**src/rtl/seg7_scan_decoder.sv**
```systemverilog
// rtl/seg7_scan_decoder.sv - deglitching receiver that recovers digit values from a multiplexed 7-segment bus
//
// Ports:
//   clk          rising-edge system clock
//   rst          synchronous active-high reset
//   seg_in       segment lines {g,f,e,d,c,b,a}, bit 0 = a
//   dp_in        decimal point line
//   dig_en       digit enables, bit i = digit i
//   bcd_out      recovered value per digit, digit i at [4i+3:4i]
//   dp_out       captured decimal point per digit
//   digit_valid  last capture of digit i was a legal pattern
//   frame_valid  one-cycle pulse when every digit has been captured
//   err          one-cycle pulse on illegal pattern or multiple enables
module seg7_scan_decoder #(
    parameter int NUM_DIGITS    = 4,
    parameter bit COMMON_ANODE  = 1'b0,
    parameter int STABLE_CYCLES = 4
) (
    input  logic                      clk,
    input  logic                      rst,
    input  logic [6:0]                seg_in,
    input  logic                      dp_in,
    input  logic [NUM_DIGITS-1:0]     dig_en,
    output logic [4*NUM_DIGITS-1:0]   bcd_out,
    output logic [NUM_DIGITS-1:0]     dp_out,
    output logic [NUM_DIGITS-1:0]     digit_valid,
    output logic                      frame_valid,
    output logic                      err
);

    localparam int                    SW  = 8 + NUM_DIGITS;
    localparam logic [7:0]            STB = 8'(STABLE_CYCLES);
    localparam logic [NUM_DIGITS-1:0] ONE = NUM_DIGITS'(1);

    // Everything downstream of this point works on active-high values.
    logic [6:0]            seg_n;
    logic                  dp_n;
    logic [NUM_DIGITS-1:0] en_n;
    logic [SW-1:0]         samp_in;

    assign seg_n   = COMMON_ANODE ? ~seg_in : seg_in;
    assign dp_n    = COMMON_ANODE ? ~dp_in  : dp_in;
    assign en_n    = COMMON_ANODE ? ~dig_en : dig_en;
    assign samp_in = {seg_n, dp_n, en_n};

    logic [SW-1:0]         samp;
    logic [7:0]            cnt;
    logic                  captured;
    logic [NUM_DIGITS-1:0] seen;

    logic [6:0]            samp_seg;
    logic                  samp_dp;
    logic [NUM_DIGITS-1:0] samp_en;
    logic [NUM_DIGITS-1:0] seen_next;
    logic                  capture;
    logic                  multi;

    assign samp_seg  = samp[SW-1 -: 7];
    assign samp_dp   = samp[NUM_DIGITS];
    assign samp_en   = samp[NUM_DIGITS-1:0];
    assign seen_next = seen | samp_en;

    // cnt counts how many consecutive samples samp has held its value, so
    // reaching STABLE_CYCLES means the window is complete; captured keeps a
    // long-held pattern from being captured more than once.
    assign capture = (cnt == STB) && !captured;
    assign multi   = (samp_en & (samp_en - ONE)) != '0;

    logic [3:0] dec_val;
    logic       dec_legal;
    logic       dec_blank;

    assign dec_blank = (samp_seg == 7'h00);

    always_comb begin
        dec_val   = 4'h0;
        dec_legal = 1'b1;
        case (samp_seg)
            7'h3F: dec_val = 4'h0;
            7'h06: dec_val = 4'h1;
            7'h5B: dec_val = 4'h2;
            7'h4F: dec_val = 4'h3;
            7'h66: dec_val = 4'h4;
            7'h6D: dec_val = 4'h5;
            7'h7D: dec_val = 4'h6;
            7'h07: dec_val = 4'h7;
            7'h7F: dec_val = 4'h8;
            7'h6F: dec_val = 4'h9;
            7'h77: dec_val = 4'hA;
            7'h7C: dec_val = 4'hB;
            7'h39: dec_val = 4'hC;
            7'h5E: dec_val = 4'hD;
            7'h79: dec_val = 4'hE;
            7'h71: dec_val = 4'hF;
            default: dec_legal = 1'b0;
        endcase
    end

    always_ff @(posedge clk) begin
        if (rst) begin
            samp        <= '0;
            cnt         <= '0;
            captured    <= 1'b0;
            seen        <= '0;
            bcd_out     <= '0;
            dp_out      <= '0;
            digit_valid <= '0;
            frame_valid <= 1'b0;
            err         <= 1'b0;
        end else begin
            err         <= 1'b0;
            frame_valid <= 1'b0;
            samp        <= samp_in;

            if (capture) begin
                captured <= 1'b1;
                if (multi) begin
                    err <= 1'b1;
                end else if (samp_en != '0) begin
                    if (&seen_next) begin
                        frame_valid <= 1'b1;
                        seen        <= '0;
                    end else begin
                        seen <= seen_next;
                    end
                    if (!dec_legal && !dec_blank) begin
                        err <= 1'b1;
                    end
                    for (int i = 0; i < NUM_DIGITS; i++) begin
                        if (samp_en[i]) begin
                            if (dec_legal) begin
                                bcd_out[4*i +: 4] <= dec_val;
                                dp_out[i]         <= samp_dp;
                                digit_valid[i]    <= 1'b1;
                            end else begin
                                digit_valid[i] <= 1'b0;
                                if (dec_blank) begin
                                    dp_out[i] <= samp_dp;
                                end
                            end
                        end
                    end
                end
            end

            // A change starts a new window; placed after the capture block so
            // that clearing captured wins when both happen on the same edge.
            if (samp_in != samp) begin
                cnt      <= 8'd1;
                captured <= 1'b0;
            end else if (cnt != STB) begin
                cnt <= cnt + 8'd1;
            end
        end
    end

endmodule

```
**config.mk**
```make
export PLATFORM = sky130hd
export DESIGN_NAME = seg7_scan_decoder
export DESIGN_NICKNAME = d
export VERILOG_FILES = /design/src/rtl/seg7_scan_decoder.sv
export SDC_FILE = /design/constraint.sdc
export NUM_CORES = 1
export LEC_CHECK = 0
export CORE_ASPECT_RATIO = 1.25
export CORE_MARGIN = 3
export CORE_UTILIZATION = 40
export DETAILED_ROUTE_END_ITERATION = 8
export SYNTH_ARGS = -nofsm -noshare
export SYNTH_HDL_FRONTEND = slang
export SYNTH_SLANG_ARGS = --single-unit
```
**constraint.sdc**
```tcl
create_clock -name clk -period 2.4 [get_ports clk]
set_input_delay 0.6 -clock clk [delete_from_list [all_inputs] [get_ports clk]]
set_output_delay 0.6 -clock clk [all_outputs]
set_load 0.01 [all_outputs]
```
==> run metrics <==
status=completed; mux cell area share after synthesis=between 3 and 4%; Gate power share=between 8 and 9%; worst endpoint required time=2.60 ns; Worst setup EP type=flop; Crit Reg-Reg Endpoint=bcd_out[10]; Remaining DRCs=0; NetSw=roughly 0.00037 W; unrepaired setup endpoints after global routing=false; total global-route track usage=between 10% and 20%; mapped cell area=approximately 2600 sq um; critical path cell sequence=and3b_1 > nand3_1 > o32a_1 > nand4_4 > nand4_2 > a22oi_1 > nor2_1; Synth Area in Adders=0.978%; largest family of logic cells by synthesized area=simple AND/OR/NAND/NOR gates; fin cells=395; total number of vias=between 2000 and 2500; Async S/R FF share, synth=0%; max cap viols=0; global placement routability congestion=between 0.8 and 0.9; CP max-delay cell=dfxtp_1; post-synthesis xor/xnor area fraction=approximately 7.2%; P per Cell Area=approximately 520 nW/um^2; most common cell in the netlist=dfxtp_1; R2R depth=7; synth warn=0; core area=about 6000 sq um; flop-to-flop setup slack=about 0.28 ns; Max VDD drop=between 300 and 400 uV; first-pass iteration count of the detailed router=4; Seq cells post-synth=between 50 and 60; via/cell ratio=5.20; pre-CTS WS=between 0.15 and 0.2 ns; initial antenna violation count=0; die width=77.5 um; Synth top area share=around 40%; placed instance count=between 300 and 400; Net Sw Frac=between 20% and 30%; post-synth top area cell=dfxtp_1; Detailed Route Iter0 Violations=86; hold buffers post-CTS=0; Final WS setup=0.282 ns; largest net degree at the start of global routing=19; Leak=between 1 and 1.5 nW; post-route setup TNS=0 ns; Max stage delay on crit path=0.62 ns; Routed Antenna Nets=0; sequential share of the synthesized area=39.9%; Mean Syn Cell Area=around 9.2 sq um; Max Buffers Root-to-Sink=2; H-tree levels=2; Synth Area in Compound Gates=between 10% and 20%; Post-synth EDFFs=0; Root Driver=clkbuf_8; HP Start=captured; CTS tree=yes; setup bufs post-CTS=0; latest clock arrival within the worst-skew pair=0.30 ns; worst min path class=reg2reg; Setup Viol. Count Final=0; GR Overflow Total=0; Post-synth top flop=dfxtp_1; clock sink total=51; final setup skew=approximately 0.0063 ns; fin crit share=between 80% and 90%; Yosys cell types=51; port buffer count=39; Mapped Nets=approximately 300; drt total wl=between 5000 and 6000 um; area grow syn2layout=21.8%; WL/cell=approximately 14 um; maximum clock rate=roughly 470 MHz; Clk network pwr share=a little over a third; Initial Util=between 40% and 50%; Slew HR=~63%; CTS resizes=0; CP max FO=14; full die area=roughly 7400 sq um; share of cells above drive strength 1=a little over a tenth; vias in the first global route=about 2000; Tmin final=2.12 ns; I/O Pins=40; WHS Path Cells=2; main area contributors after synthesis=dfxtp_1 40%, xnor2_1 4.8%, nand2b_1 3.9%, nor2b_1 3.7%, nand3b_1 3.2%; Worst Tran Pin Value=0.557 ns; Internal Power=0.00124 W; HPWL after DPL=between 4000 and 5000 um; Flop pwr share=between 50% and 60%; top cells by count, synth=51 x dfxtp_1, 18 x nor2_1, 16 x nand2b_1, 15 x nand2_1, 15 x nor2b_1; R2R Path Start=samp[5]; final hold viol count=0; Setup crit start kind=flop; Core Rows=31; Reg clk slew, reported paths=0.09 ns; fin nets=329; Crit Path Class=reg2reg; CTS buffer count=5; Post-Synth Simple-Gate Area=~31%; Mapped Cells=approximately 280; chip height=between 90 and 100 um; Worst Hold End=captured; first-pass GRT wire length=~9500 um; crit path DAT=~2.3 ns; Slew Viols, Final=0; Antenna diodes=0
## state kept, by name, indices dropped and copies added (netlist names)
signal	flops
samp	12
dp_out	4
captured	1
err	1
frame_valid	1
bcd_out	16
seen	4
digit_valid	4
cnt	8
## critical path, delay by kind of cell (launching register included)
| family | cells | cell delay [ns] |
|---|---|---|
| flip-flops | 1 | 0.62 |
| AO/OA/AOI/OAI | 2 | 0.51 |
| AND/OR/NAND/NOR | 5 | 0.88 |
## layout make-up
cell class / instances / area (sq um)
Timing Repair Buffer: 49 / 465
Clock inverter: 2 / 37.5
Multi-Input combinational cell: 203 / 1410
Sequential cell: 51 / 1020
Clock buffer: 5 / 68.8
Fill cell: 571 / 2900
Tap cell: 82 / 103
Inverter: 3 / 11.3
## worst max path at each step
| stage | startpoint | endpoint | slack (ns) | cells after the start |
|---|---|---|---|---|
| 2_1_floorplan | cnt[0] | bcd_out[14] | 0.52 | 11 |
| 3_3_place_gp | seg_in[3] | cnt[3] | 0.24 | 7 |
| 3_5_place_dp | dig_en[3] | cnt[5] | 0.20 | 7 |
| 4_1_cts | samp[5] | bcd_out[10] | 0.28 | 7 |
| 5_1_grt | samp[5] | bcd_out[2] | 0.005 | 7 |
| 6_report | samp[5] | bcd_out[10] | 0.28 | 7 |
## through the flow
stage | instance area, sq um | hold WS (ns) | power (W) | utilization (%)
after floorplan | 2560 | 0.426 | 0.00100 | -
after global placement | 3010 | 0.453 | 0.00105 | 50.0
after detailed placement | 3010 | 0.447 | 0.00105 | 50.0
after CTS | 3110 | 0.459 | 0.00162 | 51.8
after global routing | 3110 | 0.491 | 0.00167 | 51.8
final | 3110 | 0.455 | 0.00161 | 51.8
## cell usage in the layout, fill, tap and decap left out, drive strengths merged, types with 3 or more instances in the layout
cell / synthesis / routed
inv: 3 / 3
and3: 5 / 5
a21oi: 13 / 13
mux2i: 8 / 8
dfxtp: 51 / 51
o21ai: 14 / 14
nand3: 10 / 10
a22oi: 3 / 3
buf: 15 / 10
xnor2: 14 / 14
nor3: 4 / 4
xor2: 7 / 7
nor4b: 4 / 4
clkbuf: 5 / 5
nand4: 11 / 11
o21a: 4 / 4
nand2b: 18 / 18
nor2: 18 / 18
clkdlybuf4s50: 0 / 39
nand3b: 12 / 12
nand2: 15 / 15
nor2b: 15 / 15
o22ai: 4 / 4
## power groups by stage
stage               clock [W]  sequential (W)  combinational, W
finish               0.000580        0.000887          0.000143
global route         0.000624        0.000891          0.000160
CTS                  0.000592        0.000887          0.000145
detailed placement          0        0.000907          0.000144
global placement            0        0.000907          0.000144
floorplan                   0        0.000884          0.000117
## per-layer routing
metal  global-route usage (%)  part of all wire (%)
met1                     19.9                    46
met2                     28.1                    50
met3                     2.65                   2.9
met4                     5.34                   1.2
met5                        0                     0
## cells by family (layout without fill, tap and decap cells)
| logic type | after synthesis | in the layout |
|---|---|---|
| multiplexers | 8 | 8 |
| AND/OR/NAND/NOR | 124 | 124 |
| AO/OA/AOI/OAI | 48 | 48 |
| buffers and inverters | 23 | 59 |
| XOR/XNOR | 21 | 21 |
| flip-flops | 51 | 51 |
| adder cells (fa/ha/maj) | 2 | 2 |
Power figures use the tool's default switching activity.
==> RTL change: new RTL, same flow settings <==
Reset style: asynchronous (`rst`), changed in one clocked block. Comments in the files are not updated.
--- a/src/rtl/seg7_scan_decoder.sv
+++ b/src/rtl/seg7_scan_decoder.sv
@@ -98,3 +98,3 @@
 
-    always_ff @(posedge clk) begin
+    always_ff @(posedge clk or posedge rst) begin
         if (rst) begin
Formal check against the unedited RTL: differs if rst is asserted again (counterexample within 10 cycles, from zero or initial values and one cycle with rst high); with rst held inactive, the same outputs for 10 cycles.
==> RTL change against the original RTL <==
  * Synthesized area down 0.24%
  * Final area up 7.2%
  * Wire length down 1.3%
  * Clock skew up 0.0014 ns
  * Sequential cell count unchanged
  * Final cell count down 4.6%
  * Clock power up 24%
  * Combinational power up 3%
  * Total power up 9.2%
  * Sequential share of layout area up 5.6 points
  * Setup slack worse by 0.20 ns
  * Largest power group unchanged
==> RTL change: results (changes against the original RTL) <==
status=complete, no violations; Primary FF master, synth=dfrtp_1; fraction of layout cells with a size suffix above 1=0.193 (+0.0846); Seq/Total Area, Yosys=0.500 (+0.101); Crit Path Max Fanout=7 (-7); DR WL/cell=14.4 µm (+3.4%); vias in the first global route=1967 (-3.1%); reg2reg path depth=6 (-1); buffer levels on the longest clock path=2 (unchanged); Regs by FF count=bcd_out (16), samp (12), cnt (8); H-Tree Depth=2 (unchanged); Synth top cells by count=dfrtp_1, nor2_1, nand2_1; RePlAce Congestion=0.831 (+3.2%); Post-DP HPWL=4120 µm (+0.34%); CTS Buf Count=5 (unchanged); Pre-antenna DRT Iters=4 (unchanged); antenna cells=0 (unchanged); Hold Crit Class=reg2reg; clock root buffer=clkbuf_8; clock slew at reported path FFs=0.10 ns; WP data arrival=2.51 ns (+0.19 ns); Post-Place Cells=369 (-4.9%); slowest CP cell=or4_4; later-pin clock latency in the skew report=0.30 ns (about the same); crit-path max cell delay=0.54 ns (-0.08 ns); CP endpoint kind=flip-flop; final net count=310 (-5.8%); Initial DRC Count=125 (+45%); Via density=5.21 (+0.29%); synthesized area per cell=10.8 µm² (+17%); Max transition margin=0.629 (+0.00120); r2r setup slk=0.09 ns (-0.20 ns); synth top area cells=dfrtp_1, xor2_1, nor2_1; FF-to-FF End=bcd_out[0]; Leak=1.46 nW (+33%); Total Wirelength=5420 µm (-1.3%); largest net degree at the start of global routing=31 (+12); I/O Buffers=39 (unchanged); crit path from=samp[9]; # fillers=561 (-1.8%); Tot GR Track Use=0.161 (+0.00144); Max Cap Viol=0 (unchanged); initial antenna violation count=0 (unchanged); Async SR Flop Fraction=1.00 (+1.00); global-route wire length before repair=9430 µm (-1.3%); Worst Clk Skew=0.00773 ns (+0.00142 ns); synth warn=0 (unchanged); maximum VDD drop=0.000386 V (+19%); Syn Nets=253 (-14%)
## RTL change: cell types whose count changed after synthesis, moves of 5 or more
cell	change
dfrtp_1	+51
nor2_1	+5
mux2_2	+6
dfxtp_1	-51
nand3b_1	-9
mux2i_1	-6
xnor2_1	-11
nand2b_1	-13
nor2b_1	-15
xor2_1	+9
nand4_1	-7
## RTL change: critical path, delay by kind of cell (launching register included)
family           cells  cell delay [ns]
flip-flops           1             0.47
multiplexers         1             0.35
AO/OA/AOI/OAI        1             0.27
AND/OR/NAND/NOR      4             1.13
## RTL change: layer usage
layer	GRT usage	share of wire	vias to the layer above
li1	-	-	961
met5	0	0	-
met1	0.203	0.45	956
met3	0.0331	0.037	6
met2	0.273	0.50	43
met4	0.0623	0.014	0
## RTL change: layout make-up
| class | count | share of cell area |
|---|---|---|
| sequential | 51 | 0.383 |
| multi-input combinational | 167 | 0.364 |
| timing repair buffer | 62 | 0.172 |
| tap | 82 | 0.0307 |
| clock inverter | 3 | 0.0214 |
| clock buffer | 5 | 0.0206 |
| inverter | 7 | 0.00787 |
## RTL change: kinds of logic (layout without fill, tap and decap cells)
group                    after synthesis  count (layout)  synth area share
buffers and inverters                 19              77            0.0343
flip-flops                            51              51             0.500
XOR/XNOR                              19              19            0.0652
adder cells (fa/ha/maj)                2               2           0.00981
AO/OA/AOI/OAI                         40              40             0.110
multiplexers                          14              14            0.0638
AND/OR/NAND/NOR                       92              92             0.216
## RTL change: metrics by stage
step	hold WS, ns	total power, mW	setup WS, ns	instance area, µm²
6_report	0.485	1.76	0.0869	3340
2_1_floorplan	0.465	0.990	0.215	2550
3_5_place_dp	0.466	1.05	0.0288	3170
5_1_grt	0.517	1.83	0.0196	3340
4_1_cts	0.490	1.78	0.0206	3310
3_3_place_gp	0.462	1.05	0.0737	3170
## RTL change: how the worst min path moves through the flow
stage	from	end	slack, ns	cells after the start
floorplan	seen[0]	seen[0]	0.46	1
global placement	digit_valid[3]	digit_valid[3]	0.46	1
detailed placement	digit_valid[3]	digit_valid[3]	0.47	1
CTS	digit_valid[3]	digit_valid[3]	0.49	1
global route	digit_valid[0]	digit_valid[0]	0.52	1
finish	digit_valid[3]	digit_valid[3]	0.48	1
## RTL change: power breakdown
group          switching [mW]  internal (mW)
sequential             0.0236          0.869
clock                   0.294          0.423
combinational          0.0771         0.0699
total                   0.395           1.36
## RTL change: timing repair
action | 4_1_cts | 5_1_grt
setup buffers | 0 | 0
setup endpoints to repair | 0 | 8
gates resized for setup | 0 | 9
